==> config.mk <==
export PLATFORM = sky130hd
export DESIGN_NAME = seq_scan_ctrl
export DESIGN_NICKNAME = d
export VERILOG_FILES = /design/src/rtl/seq_scan_pkg.sv /design/src/rtl/det1101_core.sv /design/src/rtl/seq_scan_ctrl.sv
export SDC_FILE = /design/constraint.sdc
export NUM_CORES = 1
export LEC_CHECK = 0
export CORE_MARGIN = 1
export CORE_UTILIZATION = 45
export CTS_BUF_LIST = sky130_fd_sc_hd__clkbuf_8 sky130_fd_sc_hd__clkbuf_16
export DETAILED_ROUTE_END_ITERATION = 8
export PLACE_DENSITY = 0.74
export SKIP_LAST_GASP = 1
export SYNTH_ARGS = -nofsm -noshare
export SYNTH_HDL_FRONTEND = slang
export SYNTH_HIERARCHICAL = 1
export SYNTH_SLANG_ARGS = --single-unit
==> constraint.sdc <==
create_clock -name clk -period 3.2 [get_ports clk]
set_input_delay 0.48 -clock clk [delete_from_list [all_inputs] [get_ports clk]]
set_output_delay 0.48 -clock clk [all_outputs]
set_load 0.02 [all_outputs]
==> src/rtl/seq_scan_pkg.sv <==
// Shared types and constants for the serial "1101" frame scanner.
// Latency: n/a (declarations only).
// Backpressure: n/a (declarations only).
//
// Contents:
//   ctrl_state_e : frame controller states (IDLE/SHIFT/FLUSH/DONE)
//   core_state_e : detector core states (S0..S4, S4 = match)
//   PATTERN      : the detected bit sequence, first bit in the MSB
package seq_scan_pkg;

    typedef enum logic [1:0] {
        IDLE  = 2'd0,
        SHIFT = 2'd1,
        FLUSH = 2'd2,
        DONE  = 2'd3
    } ctrl_state_e;

    typedef enum logic [2:0] {
        S0 = 3'd0,
        S1 = 3'd1,
        S2 = 3'd2,
        S3 = 3'd3,
        S4 = 3'd4
    } core_state_e;

    // Bit 3 is seen first on the serial stream.
    localparam logic [3:0] PATTERN = 4'b1101;

endpackage : seq_scan_pkg

==> src/rtl/det1101_core.sv <==
// Bit-serial Moore detector for the "1101" pattern with overlapping matches.
// Latency: match is registered state, so it reflects a bit one cycle after that bit is enabled in.
// Backpressure: none; en=0 freezes the state, which is how the caller stalls it.
//
// Ports:
//   clk    in  1  rising-edge clock
//   reset  in  1  asynchronous active-low reset, forces S0
//   en     in  1  consume bit_in this cycle
//   bit_in in  1  serial data bit
//   match  out 1  high while in S4 (last consumed bits were 1,1,0,1)
module det1101_core
    import seq_scan_pkg::*;
(
    input  logic clk,
    input  logic reset,
    input  logic en,
    input  logic bit_in,
    output logic match
);

    core_state_e state_q;
    core_state_e state_d;

    always_ff @(posedge clk or negedge reset) begin
        if (!reset) begin
            state_q <= S0;
        end else begin
            state_q <= state_d;
        end
    end

    always_comb begin
        state_d = state_q;
        if (en) begin
            case (state_q)
                S0: state_d = (bit_in == PATTERN[3]) ? S1 : S0;
                S1: state_d = (bit_in == PATTERN[2]) ? S2 : S0;
                // A surplus 1 after "11" still leaves a valid "11" prefix.
                S2: state_d = (bit_in == PATTERN[1]) ? S3 : S2;
                S3: state_d = (bit_in == PATTERN[0]) ? S4 : S0;
                // Overlap: the trailing 1 of a match plus a new 1 is "11".
                S4: state_d = bit_in ? S2 : S0;
                default: state_d = S0;
            endcase
        end
    end

    assign match = (state_q == S4);

endmodule : det1101_core

==> src/rtl/seq_scan_ctrl.sv <==
// Frame controller: takes parallel words, serialises them MSB-first into det1101_core, counts matches per frame.
// Latency: out_valid rises WORD_W+2 cycles after the accept of a frame's last word; one word per WORD_W+1 cycles max.
// Backpressure: in_ready only in IDLE; result held in DONE (in_ready=0) until out_ready.
//
// Ports:
//   clk        in  1       rising-edge clock
//   reset      in  1       asynchronous active-low reset
//   in_valid   in  1       word available
//   in_ready   out 1       word accepted this cycle (IDLE only)
//   in_data    in  WORD_W  word, MSB serialised first
//   in_last    in  1       word closes the frame
//   out_valid  out 1       frame result valid (DONE)
//   out_ready  in  1       consumer takes the result
//   hit_cnt    out CNT_W   saturating match count for the frame
//   hit        out 1       one-cycle pulse per newly detected match
//   first_pos  out POS_W   frame bit index of the bit completing the first match
// Build option: define SEQ_SCAN_FIRST_POS_EN to build the first_pos tracker;
// otherwise first_pos is tied to 0.
module seq_scan_ctrl
    import seq_scan_pkg::*;
#(
    parameter int WORD_W = 8,
    parameter int CNT_W  = 8,
    parameter int POS_W  = 8
) (
    input  logic              clk,
    input  logic              reset,
    input  logic              in_valid,
    output logic              in_ready,
    input  logic [WORD_W-1:0] in_data,
    input  logic              in_last,
    output logic              out_valid,
    input  logic              out_ready,
    output logic [CNT_W-1:0]  hit_cnt,
    output logic              hit,
    output logic [POS_W-1:0]  first_pos
);

    localparam int IDX_W = (WORD_W > 1) ? $clog2(WORD_W) : 1;

    ctrl_state_e       state_q,   state_d;
    logic [WORD_W-1:0] shreg_q,   shreg_d;
    logic [IDX_W-1:0]  bit_idx_q, bit_idx_d;
    logic              last_q,    last_d;
    logic              open_q,    open_d;
    logic [CNT_W-1:0]  cnt_q,     cnt_d;
    logic              en_q;

    logic core_en;
    logic core_bit;
    logic match;
    logic accept;
    logic new_frame;
    logic hit_w;

    det1101_core u_core (
        .clk    (clk),
        .reset  (reset),
        .en     (core_en),
        .bit_in (core_bit),
        .match  (match)
    );

    // ------------------------------------------------------------------
    // Controller FSM
    // ------------------------------------------------------------------
    always_ff @(posedge clk or negedge reset) begin
        if (!reset) begin
            state_q   <= IDLE;
            shreg_q   <= '0;
            bit_idx_q <= '0;
            last_q    <= 1'b0;
            open_q    <= 1'b0;
            cnt_q     <= '0;
            en_q      <= 1'b0;
        end else begin
            state_q   <= state_d;
            shreg_q   <= shreg_d;
            bit_idx_q <= bit_idx_d;
            last_q    <= last_d;
            open_q    <= open_d;
            cnt_q     <= cnt_d;
            en_q      <= core_en;
        end
    end

    always_comb begin
        state_d   = state_q;
        shreg_d   = shreg_q;
        bit_idx_d = bit_idx_q;
        last_d    = last_q;
        open_d    = open_q;
        in_ready  = 1'b0;
        out_valid = 1'b0;
        core_en   = 1'b0;
        core_bit  = 1'b0;

        case (state_q)
            IDLE: begin
                in_ready = 1'b1;
                if (in_valid) begin
                    shreg_d   = in_data;
                    last_d    = in_last;
                    bit_idx_d = IDX_W'(WORD_W - 1);
                    open_d    = 1'b1;
                    state_d   = SHIFT;
                end
            end
            SHIFT: begin
                core_en   = 1'b1;
                core_bit  = shreg_q[WORD_W-1];
                shreg_d   = {shreg_q[WORD_W-2:0], 1'b0};
                bit_idx_d = bit_idx_q - IDX_W'(1);
                if (bit_idx_q == '0) begin
                    // A non-last word leaves the frame open and the core
                    // state intact, so matches can straddle words.
                    state_d = last_q ? FLUSH : IDLE;
                end
            end
            FLUSH: begin
                // Zeros fed here and in DONE walk any core state back to S0
                // (at most two zeros needed) without ever reaching S4, so the
                // next frame starts from a clean core and no spurious hit is
                // produced. DONE always lasts at least one cycle.
                core_en  = 1'b1;
                core_bit = 1'b0;
                state_d  = DONE;
            end
            DONE: begin
                out_valid = 1'b1;
                core_en   = 1'b1;
                core_bit  = 1'b0;
                if (out_ready) begin
                    open_d  = 1'b0;
                    state_d = IDLE;
                end
            end
            default: begin
                state_d = IDLE;
            end
        endcase
    end

    assign accept    = in_valid & in_ready;
    assign new_frame = accept & ~open_q;

    // match reflects the bit enabled one cycle earlier; gating with the
    // registered enable counts every matched bit exactly once, including the
    // final bit of a non-last word, which surfaces in IDLE.
    assign hit_w = match & en_q;
    assign hit   = hit_w;

    // ------------------------------------------------------------------
    // Saturating match counter, cleared when a new frame opens
    // ------------------------------------------------------------------
    always_comb begin
        cnt_d = cnt_q;
        if (new_frame) begin
            cnt_d = '0;
        end else if (hit_w && (cnt_q != {CNT_W{1'b1}})) begin
            cnt_d = cnt_q + CNT_W'(1);
        end
    end

    assign hit_cnt = cnt_q;

    // ------------------------------------------------------------------
    // First-match position tracker
    // ------------------------------------------------------------------
`ifdef SEQ_SCAN_FIRST_POS_EN
    logic [POS_W-1:0] pos_q,     pos_d;      // index of the next bit to shift
    logic [POS_W-1:0] cur_pos_q, cur_pos_d;  // index of the bit just shifted
    logic [POS_W-1:0] fpos_q,    fpos_d;
    logic             found_q,   found_d;

    always_ff @(posedge clk or negedge reset) begin
        if (!reset) begin
            pos_q     <= '0;
            cur_pos_q <= '0;
            fpos_q    <= '0;
            found_q   <= 1'b0;
        end else begin
            pos_q     <= pos_d;
            cur_pos_q <= cur_pos_d;
            fpos_q    <= fpos_d;
            found_q   <= found_d;
        end
    end

    always_comb begin
        pos_d     = pos_q;
        cur_pos_d = cur_pos_q;
        fpos_d    = fpos_q;
        found_d   = found_q;
        if (new_frame) begin
            pos_d   = '0;
            fpos_d  = '0;
            found_d = 1'b0;
        end else begin
            if (state_q == SHIFT) begin
                cur_pos_d = pos_q;
                if (pos_q != {POS_W{1'b1}}) begin
                    pos_d = pos_q + POS_W'(1);
                end
            end
            // The hit for a bit arrives one cycle after it is shifted, when
            // cur_pos_q still names that bit.
            if (hit_w && !found_q) begin
                fpos_d  = cur_pos_q;
                found_d = 1'b1;
            end
        end
    end

    assign first_pos = fpos_q;
`else
    assign first_pos = '0;
`endif

endmodule : seq_scan_ctrl

## Word-level counts from Yosys, hierarchy flattened

Index checks and enable logic that the tools add are counted.

| word-level totals | value |
|---|---|
| register bits | 27 |
| bits of input ports | 13 |
| word-level logic and storage cells | 61 |

| cells by class | value |
|---|---|
| add/subtract/negate cells | 2 |
| equality and inequality tests | 11 |
| muxes and demuxes | 23 |
| bitwise gates (word level) | 4 |
| reductions and logical operators | 13 |

Operators by type and width:

| cell | number |
|---|---|
| $mux 8 | 3 |
| $pmux 8 s2 | 1 |
| $pmux 3 s4 | 1 |
| $mux 2 | 5 |
| $add 8x1->8 const B | 1 |
| $mux 1 | 8 |
| $ne 8x8->1 const B | 1 |
| $pmux 2 s4 | 1 |
| $eq 3x2->1 const B | 2 |
| $logic_not 3->1 | 2 |
| $mux 3 | 2 |
| $ne 2x2->1 const B | 3 |
| $pmux 3 s2 | 1 |
| $reduce_and 3->1 | 2 |
| $reduce_bool 2->1 | 3 |
| $eq 2x2->1 const B | 2 |
| $reduce_and 2->1 | 2 |
| $and 1x1->1 | 3 |
| $eq 3x1->1 const B | 1 |
| $eq 3x3->1 const B | 1 |
| $reduce_or 3->1 | 1 |
| $sub 3x1->3 const B | 1 |
| $eq 2x1->1 const B | 1 |
| $logic_not 2->1 | 1 |
| other kinds (4) | 4 |

## Longest topological paths before layout

Gate-level depths: netlist (run 1).

| logic depth | value |
|---|---|
| depth after elaboration | 5 |
| depth in mapped cells | 6 |

## Cells and area by module

The synthesis (run 1) kept the hierarchy.

Modules (own cells, without submodules):

| module | times used | cells an instance | area each (um^2) |
|---|---|---|---|
| seq_scan_ctrl | 1 | 126 | 1244.9 |
| det1101_core | 1 | 16 | 165.2 |

## Worst setup path after synthesis (run 1)

OpenSTA, ideal clock, no wires.

| path | value |
|---|---|
| path kind | register to register |
| from | reg u_core.state_q[0] |
| to | reg cnt_q[5] (netlist: hit_cnt[5]) |
| setup time | 0.073 ns |
| arrival time | 1.801 ns |
| setup slack | 1.326 ns |
| cell stages (with the launch flop) | 6 |
| cell sequence | dfrtp_1 > nor3b_1 > and2_1 > o21ai_2 > or4_4 > a21oi_2 |

| on the way | value |
|---|---|
| cells in the longest elaborated chain, start to end | 4 |

Ends and longest elaborated chain:

| what | line | source |
|---|---|---|
| start: declaration | det1101_core.sv:21 | `core_state_e state_q;` |
| start signal: assignment | det1101_core.sv:28 | `state_q <= state_d;` |
| $eq 3x3->1 | det1101_core.sv:48 | `assign match = (state_q == S4);` |
| named net match | seq_scan_ctrl.sv:51 | `logic match;` |
| $and 1x1->1 | seq_scan_ctrl.sv:150 | `assign hit_w = match & en_q;` |
| named net hit | seq_scan_ctrl.sv:35 | `output logic hit,` |
| $logic_and 1x1->1 | seq_scan_ctrl.sv:160 | `end else if (hit_w && (cnt_q != {CNT_W{1'b1}})) begin` |
| $reduce_bool 2->1 (no source line) | n/a |  |
| end signal: assignment | seq_scan_ctrl.sv:82 | `cnt_q <= cnt_d;` |
| end: declaration | seq_scan_ctrl.sv:46 | `logic [CNT_W-1:0] cnt_q, cnt_d;` |

The timed path passes the listed nets, and every way through them passes these cells.
A chain may end at the register's enable or synchronous reset.

## Worst setup path after layout (run 1)

| path | value |
|---|---|
| from | reg u_core.state_q[0] |
| to | out hit |

| on the way | value |
|---|---|
| cells in the longest elaborated chain, start to end | 2 |

Ends and longest elaborated chain:

| what | line |
|---|---|
| $eq 3x3->1 | det1101_core.sv:48 |
| named net match | seq_scan_ctrl.sv:51 |
| $and 1x1->1 | seq_scan_ctrl.sv:150 |
| end: declaration | seq_scan_ctrl.sv:35 |

The timed path passes the listed nets, and every way through them passes these cells.

==> results of run 1 <==
-- sequential cells by signal, summed over array words and instances (netlist names), named ones only --
name	cells
en_q	1
bit_idx_q	3
hit_cnt	8
shreg_q	8
state_q	1
open_q	1
last_q	1
u_core/state_q	3
-- worst min-delay path, delay by kind of cell, from the launching register on --
kind / cells / cell delay, ps
AOI/OAI and AO/OA: 1 / 60
DFF: 1 / 360
and+or+nand+nor: 1 / 50
-- synthesized netlist by cell type (3+ instances only) --
cell,instances
inv_1,10
and2_1,3
a21oi_1,6
nor2_1,9
a22oi_1,9
dfrtp_1,27
ha_1,3
a211oi_1,4
nand3_1,6
o21ai_0,11
nand2_1,10
buf_4,8
nor2b_1,5
-- worst min path at each step --
stage          slack (ps)  cells after the start        from                         end
2_1_floorplan         180                      0       reset  asynchronous set/reset pin
3_3_place_gp          470                      2  shreg_q[1]                  shreg_q[1]
3_5_place_dp          480                      2  shreg_q[2]                  shreg_q[2]
4_1_cts               500                      2  shreg_q[1]                  shreg_q[1]
5_1_grt               530                      2  shreg_q[5]                  shreg_q[5]
6_report              500                      2  shreg_q[1]                  shreg_q[1]
-- power by group --
part / internal (uW) / total, uW / leakage [uW] / switching [uW]
registers: 474 / 621 / 0.000341 / 147
logic: 253 / 532 / 0.000360 / 280
clock network: 85.8 / 184 / 0.0000269 / 98.2
-- cell type report --
cell class                 instances  area (um^2)  area share, %
timing repair buffer              24        237.7          14.06
clock buffer                       3        41.29          2.443
tap                               31        38.79          2.295
clock inverter                     1        3.754         0.2221
inverter                          10        37.54          2.221
sequential                        27        675.6          39.97
multi-input combinational        102        655.6          38.79
-- through the flow --
stage | hold WS (ps) | std cells | instance area, um^2
floorplan | 184.4 | 149 | 1436
global placement | 467.0 | 194 | 1645
detailed placement | 475.5 | 194 | 1645
CTS | 504.3 | 198 | 1690
global route | 527.2 | 198 | 1690
finish | 504.3 | 198 | 1690
-- cells by family after synthesis --
family,share of synthesized area [%]
other cells,0.2659
buf+inv,7.454
flops,47.91
simple gates,16.24
mux,3.283
compound gates,19.70
xor+xnor,2.485
fa+ha+maj,2.662
-- layer usage --
metal	share of wire (%)	wire, um
met1	43	1214
met2	50	1416
met3	4.1	116
met4	2.4	69
met5	0	0
==> out/metrics.yaml, run 1 <==
outcome:
  status: "complete, but fails checks"
  violations: "design-rule violations"
setup_path:
  slowest_stage: "clkdlybuf4s50_1"
  start_kind: "flop"
  r2r-start: "state_q[0]"
  cp_slowest_stage_delay_ps: 620
  reg2reg_slack_ps: 1080
  cp_max_fo: 5
  cp-endpoint: "hit"
  critical_path_arrival_ps: 1980
  cp_num_cells: 3
  critPathKind: "flop to primary output"
  cp_num_buf_inv: 1
  crit_start: "u_core/state_q[0]"
  crit_required_ps: 2720
  timing.rr.end: "u_core/state_q[1]"
  critical_path.cell_chain: "nor3b_1, and2_1, clkdlybuf4s50_1"
  cp_top_family: "simple AND/OR/NAND/NOR gates"
  end_kind: "primary output"
  r2r_cells: 6
timing:
  worst_pin_slew_ps: 636.4
  fmax_mhz: 406.4
  fin_crit_ps: 2461
  maxSlewHeadroom_pct: 57.41
  skew_ps: 4.811
  finalHoldViolations: 0
  drv_slew: 0
  finalSetupViolCount: 0
  post-route-period-util_pct: 76.90
  fin_tns_setup_ps: 0
  fin_ws_ps: 739.2
  rsz0062_at_grt: "no"
global_routing:
  top_usage_layer: "met2"
  grt_util_all_layers_pct: 18.58
  grt_antenna_before_repair: 0
  grt_overflow: 0
  grt_pass1_vias: 1133
  grt_use_met2_pct: 31.69
  met1_usage_pct: 22.92
  grt_max_degree: 28
  grt_pass1_wl_um: 4774
  grt_util_met3_pct: 2.679
clock_network:
  cts.htree.levels: 1
  clockBufferDepth: 2
  path_clk_slew_ps: 90
  numCtsBuffers: 3
  post_cts_buffers: 0
  cts_tree: "built"
  cts_sinks: 27
  ctsHoldBuffers: 0
  clk_latency_ps: 270
  root_buffer: "clkbuf_8"
  post_cts_resized: 0
synthesis:
  syn_area_per_cell_um2: 9.930
  yosysWarnings: 6
  synth-edff-count: 0
  syn-instance-count: 142
  synth_top_area_cell: "dfrtp_1"
  synth_area_um2: 1410
  synthTopCellsByArea: "dfrtp_1, a22oi_1, buf_4, o21ai_0, ha_1"
  synth_seq_cells: 27
  ys_seq_area_share_pct: 47.91
  yosysUniqueCellTypes: 37
  synthFlopType: "dfrtp_1"
  async_reset_ff_share_pct: 100.0
  yosys.area.top_type_share_pct: 47.91
worst_hold_path:
  min_path_type: "flop to flop"
routing:
  drt_iter0_drc: 48
  drc_errors: 4
  dr.pass1.iters: 8
  num_vias: 1122
  wl_per_cell_um: 14.23
  ant_nets: 0
  routed_wl_um: 2817
  via_per_inst: 5.667
final_layout:
  fin_nets: 184
  final_common_cell: "dfrtp_1"
  fillers: 262
  final_core_util_pct: 59.25
  drive_gt1_share_pct: 7.784
  area_growth_pct: 19.88
  n_antenna_cell: 0
  most-common-layout-cells: "dfrtp_1, clkdlybuf4s50_1, inv_1, o21ai_0, nand2_1"
power_and_ir_drop:
  leakage_uw: 0.0007275
  p_total_uw: 1337
  ir_worst_vdd_uv: 378.4
  power_density_nw_per_um2: 790.9
placement:
  io_buffers: 23
  dp_hpwl_um: 2101
  globalplace.congestion: 0.8191
  dp_slack_ps: 1052
floorplanning:
  core_um2: 2853
  die_w_um: 57.98
  ioPinCount: 32
  rows: 19
  start_util_pct: 49.43
  die_y_um: 57.98
  die_area_um2: 3362
run:
  max_cap_viol_count: 0
No activity file was read; power rests on OpenSTA's default activity.
==> inputs of run 2 (changes only) <==
- clock period: 3.2 -> 2.53 ns (I/O delays scaled with it)
==> run 2 against run 1 <==
Net effect: largest power group unchanged; core utilization is 0.26 points higher; routed wire length up 0.14%; the run still ends with design-rule violations left; sequential cell count did not move; critical path depth unchanged; sequential power is 27% higher; combinational power up 29%; power increased by 28%; worst setup slack got worse by 580 ps; largest cell class unchanged; cell area up 0.44%.
==> out/metrics.yaml, run 2 (synthesized netlist as in run 1, its figures left out) <==
timing:
  fmax_mhz: 421.6
  fin_crit_ps: 2372
  post-route-period-util_pct: 93.75
  finalSetupViolCount: 0  # unchanged
  finalHoldViolations: 0  # unchanged
  maxSlewHeadroom_pct: 57.64  # +0.22 points
  drv_slew: 0  # unchanged
  worst_pin_slew_ps: 633.1  # -3.339 ps
  rsz0062_at_grt: "no"
  fin_tns_setup_ps: 0  # unchanged
  skew_ps: 3.338  # -1.473 ps
worst_hold_path:
  min_path_type: "input pin to asynchronous set/reset pin"
floorplanning:
  die_w_um: 57.98  # unchanged
  rows: 19  # unchanged
  die_area_um2: 3362  # unchanged
  core_um2: 2853  # unchanged
  die_y_um: 57.98  # unchanged
  start_util_pct: 49.43  # unchanged
  ioPinCount: 32  # unchanged
global_routing:
  grt_max_degree: 28  # unchanged
  grt_pass1_wl_um: 4595  # -3.7%
  grt_pass1_vias: 1062  # -6.3%
  grt_util_all_layers_pct: 17.93  # -0.65 points
  grt_overflow: 0  # unchanged
  grt_antenna_before_repair: 0  # unchanged
power_and_ir_drop:
  ir_worst_vdd_uv: 547.6  # +45%
  leakage_uw: 0.0007321  # +0.63%
  p_total_uw: 1707  # +28%
  power_density_nw_per_um2: 1006  # +27%
setup_path:
  slowest_stage: "clkdlybuf4s50_1"
  cp_max_fo: 5  # unchanged
  end_kind: "primary output"
  critPathKind: "flop to primary output"
  crit_required_ps: 2150  # -570 ps
  cp_top_family: "simple AND/OR/NAND/NOR gates"
  critical_path_arrival_ps: 1990  # about the same
  cp_num_buf_inv: 1  # unchanged
  critical_path.cell_chain: "nor3b_1, and2_1, clkdlybuf4s50_1"
  cp_slowest_stage_delay_ps: 620  # about the same
  start_kind: "flop"
outcome:
  violations: "design-rule violations"
  status: "complete, but fails checks"
routing:
  dr.pass1.iters: 8  # unchanged
  met1Wirelength_um: 1169  # -3.7%
  num_vias: 1126  # +0.36%
  ant_nets: 0  # unchanged
  routed_wl_um: 2821  # +0.14%
  via_per_inst: 5.658  # -0.15%
  routed.top_layer: "met4"
  drt_iter0_drc: 53  # +10%
  wl_met2_um: 1480  # +4.5%
  wl_per_cell_um: 14.18  # -0.36%
  drc_errors: 3  # -1
  dr_wl_met3_um: 127  # +9.5%
placement:
  io_buffers: 23  # unchanged
  dp_hpwl_um: 2107  # +0.27%
  globalplace.congestion: 0.8252  # +0.74%
final_layout:
  most-common-layout-cells: "dfrtp_1, clkdlybuf4s50_1, inv_1, o21ai_0, nand2_1"
  fillers: 256  # -2.3%
  area_growth_pct: 20.41
  final_common_cell: "dfrtp_1"
  drive_gt1_share_pct: 8.333  # +0.55 points
  n_antenna_cell: 0  # unchanged
  fin_nets: 185  # +0.54%
clock_network:
  path_clk_slew_ps: 90  # about the same
  post_cts_buffers: 0  # unchanged
  cts_sinks: 27  # unchanged
  root_buffer: "clkbuf_8"
  clk_latency_ps: 270  # about the same
  post_cts_resized: 0  # unchanged
  numCtsBuffers: 3  # unchanged
  clockBufferDepth: 2  # unchanged
  cts.htree.levels: 1  # unchanged
  ctsHoldBuffers: 0  # unchanged
  cts_tree: "built"
run:
  max_cap_viol_count: 0  # unchanged
run 2: cell types whose count changed in the layout (fill, tap and decap cells not counted), sizes merged:
cell / previous run / this run
buf: 1 / 2
run 2: per-stage QoR:
step / setup WS, ps / hold slack [ps] / instances / utilization [%] / instance area (um^2)
after global placement: 526.7 / 467.5 / 195 / 57.94 / 1653
after floorplan: 655.7 / 83.91 / 149 / - / 1436
after global routing: 88.20 / 496.5 / 199 / 59.52 / 1698
after detailed placement: 477.2 / 475.5 / 195 / 57.94 / 1653
final: 158.1 / 471.6 / 199 / 59.52 / 1698
after CTS: 173.5 / 475.9 / 199 / 59.52 / 1698
run 2: area by class of cell:
| class | count | area (um^2) | share of cell area, % |
|---|---|---|---|
| sequential | 27 | 675.6 | 39.79 |
| multi-input combinational | 102 | 655.6 | 38.61 |
| timing repair buffer | 25 | 245.2 | 14.44 |
| clock buffer | 3 | 41.29 | 2.432 |
| tap | 31 | 38.79 | 2.284 |
| inverter | 10 | 37.54 | 2.211 |
| clock inverter | 1 | 3.754 | 0.2211 |
run 2: per-layer routing:
layer	track usage, %	vias to the layer above
li1	-	541
met1	19.88	539
met2	33.00	42
met3	3.348	4
met4	8.163	0
met5	0	-
run 2: report_power, final:
part | total, uW | internal (uW) | switching [uW]
clock | 236 | 109 | 127
combinational | 684 | 330 | 354
sequential | 788 | 599 | 188
total | 1710 | 1040 | 669
run 2: worst paths after layout:
kind | start | end | slack [ps] | cells after the start
setup / recovery | u_core/state_q[0] | hit | 160 | 3
max in group asynchronous | reset | u_core/state_q[1] | 1800 | 2
setup reg to reg | u_core/state_q[0] | hit_cnt[5] | 600 | 5
hold reg to reg | shreg_q[1] | shreg_q[1] | 490 | 2
min in group clk | shreg_q[1] | shreg_q[1] | 490 | 2
hold / removal | reset | hit_cnt[4] | 470 | 2
==> inputs of run 3 (changes only) <==
- clock period: 2.53 -> 2.85 ns (I/O delays scaled with it)
==> run 3 against run 2 <==
Net effect: the run still ends with design-rule violations left; worst setup slack improved by 220 ps; clock-buffer cell count is the same; critical endpoint unchanged; via count decreased by 2.7%; die area unchanged; power down 11%; largest cell class unchanged; critical path type unchanged.
==> out/metrics.yaml, run 3 (synthesized netlist as in run 1, its figures left out) <==
outcome:
  status: "complete, but fails checks"
  violations: "design-rule violations"
timing:
  finalHoldViolations: 0  # unchanged
  fmax_mhz: 404.6
  worst_pin_slew_ps: 644.0  # +10.94 ps
  finalSetupViolCount: 0  # unchanged
  timing.hold.ws_ps: 495.2  # +23.62 ps
  skew_ps: 5.117  # +1.780 ps
  fin_crit_ps: 2472
  rsz0062_at_grt: "no"
  drv_slew: 0  # unchanged
  post-route-period-util_pct: 86.72
  maxSlewHeadroom_pct: 56.91  # -0.73 points
  fin_tns_setup_ps: 0  # unchanged
clock_network:
  numCtsBuffers: 3  # unchanged
  cts_sinks: 27  # unchanged
  cts_tree: "built"
  clk_latency_ps: 280  # about the same
  post_cts_resized: 0  # unchanged
  ctsHoldBuffers: 0  # unchanged
  clockBufferDepth: 2  # unchanged
  root_buffer: "clkbuf_8"
  path_clk_slew_ps: 100  # about the same
  cts.htree.levels: 1  # unchanged
  post_cts_buffers: 0  # unchanged
routing:
  num_vias: 1096  # -2.7%
  drt_iter0_drc: 41  # -23%
  routed_wl_um: 2769  # -1.8%
  dr.pass1.iters: 8  # unchanged
  wl_per_cell_um: 13.98  # -1.3%
  via_per_inst: 5.535  # -2.2%
  drc_errors: 2  # -1
  ant_nets: 0  # unchanged
setup_path:
  critical_path.cell_chain: "nor3b_1, and2_1, clkdlybuf4s50_1"
  r2r-start: "state_q[0]"
  cp_num_buf_inv: 1  # unchanged
  end_kind: "primary output"
  slowest_stage: "clkdlybuf4s50_1"
  cp_slowest_stage_delay_ps: 620  # about the same
  critPathKind: "flop to primary output"
  cp_top_family: "simple AND/OR/NAND/NOR gates"
  reg2reg_slack_ps: 810  # +210 ps
  r2r_cells: 6  # +1
  crit_required_ps: 2420  # +270 ps
  critical_path_arrival_ps: 2040  # +50 ps
  start_kind: "flop"
  cp_max_fo: 4  # -1
  timing.rr.end: "u_core/state_q[1]"
power_and_ir_drop:
  power_density_nw_per_um2: 895.1  # -11%
  p_total_uw: 1514  # -11%
  leakage_uw: 0.0007260  # -0.82%
  ir_worst_vdd_uv: 414.7  # -24%
floorplanning:
  rows: 19  # unchanged
  start_util_pct: 49.43  # unchanged
  ioPinCount: 32  # unchanged
  die_y_um: 57.98  # unchanged
  die_w_um: 57.98  # unchanged
  core_um2: 2853  # unchanged
  die_area_um2: 3362  # unchanged
global_routing:
  grt_pass1_vias: 1046  # -1.5%
  grt_overflow: 0  # unchanged
  grt_max_degree: 28  # unchanged
  grt_util_all_layers_pct: 17.91  # about the same
  grt_antenna_before_repair: 0  # unchanged
  grt_pass1_wl_um: 4609  # +0.30%
placement:
  dpl.cell_count: 194  # -0.51%
  globalplace.congestion: 0.8407  # +1.9%
  io_buffers: 23  # unchanged
  dp_hpwl_um: 2050  # -2.7%
  dpl-instance-area_um2: 1645  # -0.45%
worst_hold_path:
  min_from: "shreg_q[1]"
  hold_end: "shreg_q[1]"
  min_path_type: "flop to flop"
  hold-path-cell-count: 2
run:
  max_cap_viol_count: 0  # unchanged
final_layout:
  n_antenna_cell: 0  # unchanged
  drive_gt1_share_pct: 8.383  # +0.050 points
  fillers: 257  # +0.39%
  fin_nets: 184  # -0.54%
  fin_area_um2: 1692  # -0.37%
  final_common_cell: "dfrtp_1"
  fin_cells: 198  # -0.50%
  area_growth_pct: 19.96
  most-common-layout-cells: "dfrtp_1, clkdlybuf4s50_1, o21ai_0, inv_1, nand2_1"
[run 3: layer usage]
layer	global-route usage, %	wire length, um	vias to the layer above
met5	0	0	-
met4	6.122	46	0
met3	2.679	104	5
met2	31.20	1379	36
met1	22.77	1239	516
li1	-	-	539
[run 3: worst min-delay path: stages (launching register included)]
cell and delay [ps]:
dfrtp_1 350, nand2_1 40, o21ai_0 60
[run 3: metrics by stage]
step / utilization (%) / worst slack [ps]
after floorplan: - / 975.7
after global placement: 57.68 / 791.1
after detailed placement: 57.68 / 715.8
after CTS: 59.30 / 399.6
after global routing: 59.30 / 186.9
final: 59.30 / 378.4
[run 3: how the worst max path moves through the flow]
stage                       from         end  slack, ps  depth (start not counted)
3_3_place_gp   u_core/state_q[0]         hit        790                          3
5_1_grt        u_core/state_q[1]         hit        190                          3
6_report       u_core/state_q[1]         hit        380                          3
3_5_place_dp   u_core/state_q[1]         hit        720                          3
2_1_floorplan  u_core/state_q[0]  hit_cnt[5]        980                          5
4_1_cts        u_core/state_q[1]         hit        400                          3
[run 3: final cells by class]
cell class                 instances  area (um^2)  share of cell area (%)
inverter                          10        37.54                   2.219
timing repair buffer              24        237.7                   14.05
sequential                        27        675.6                   39.94
multi-input combinational        102        655.6                   38.76
tap                               31        38.79                   2.293
clock inverter                     1        5.005                  0.2959
clock buffer                       3        41.29                   2.441
[run 3: where the power goes]
| group | internal (uW) | total [uW] | switching, uW |
|---|---|---|---|
| clock | 98.3 | 224 | 125 |
| combinational | 283 | 592 | 309 |
| sequential | 532 | 698 | 166 |
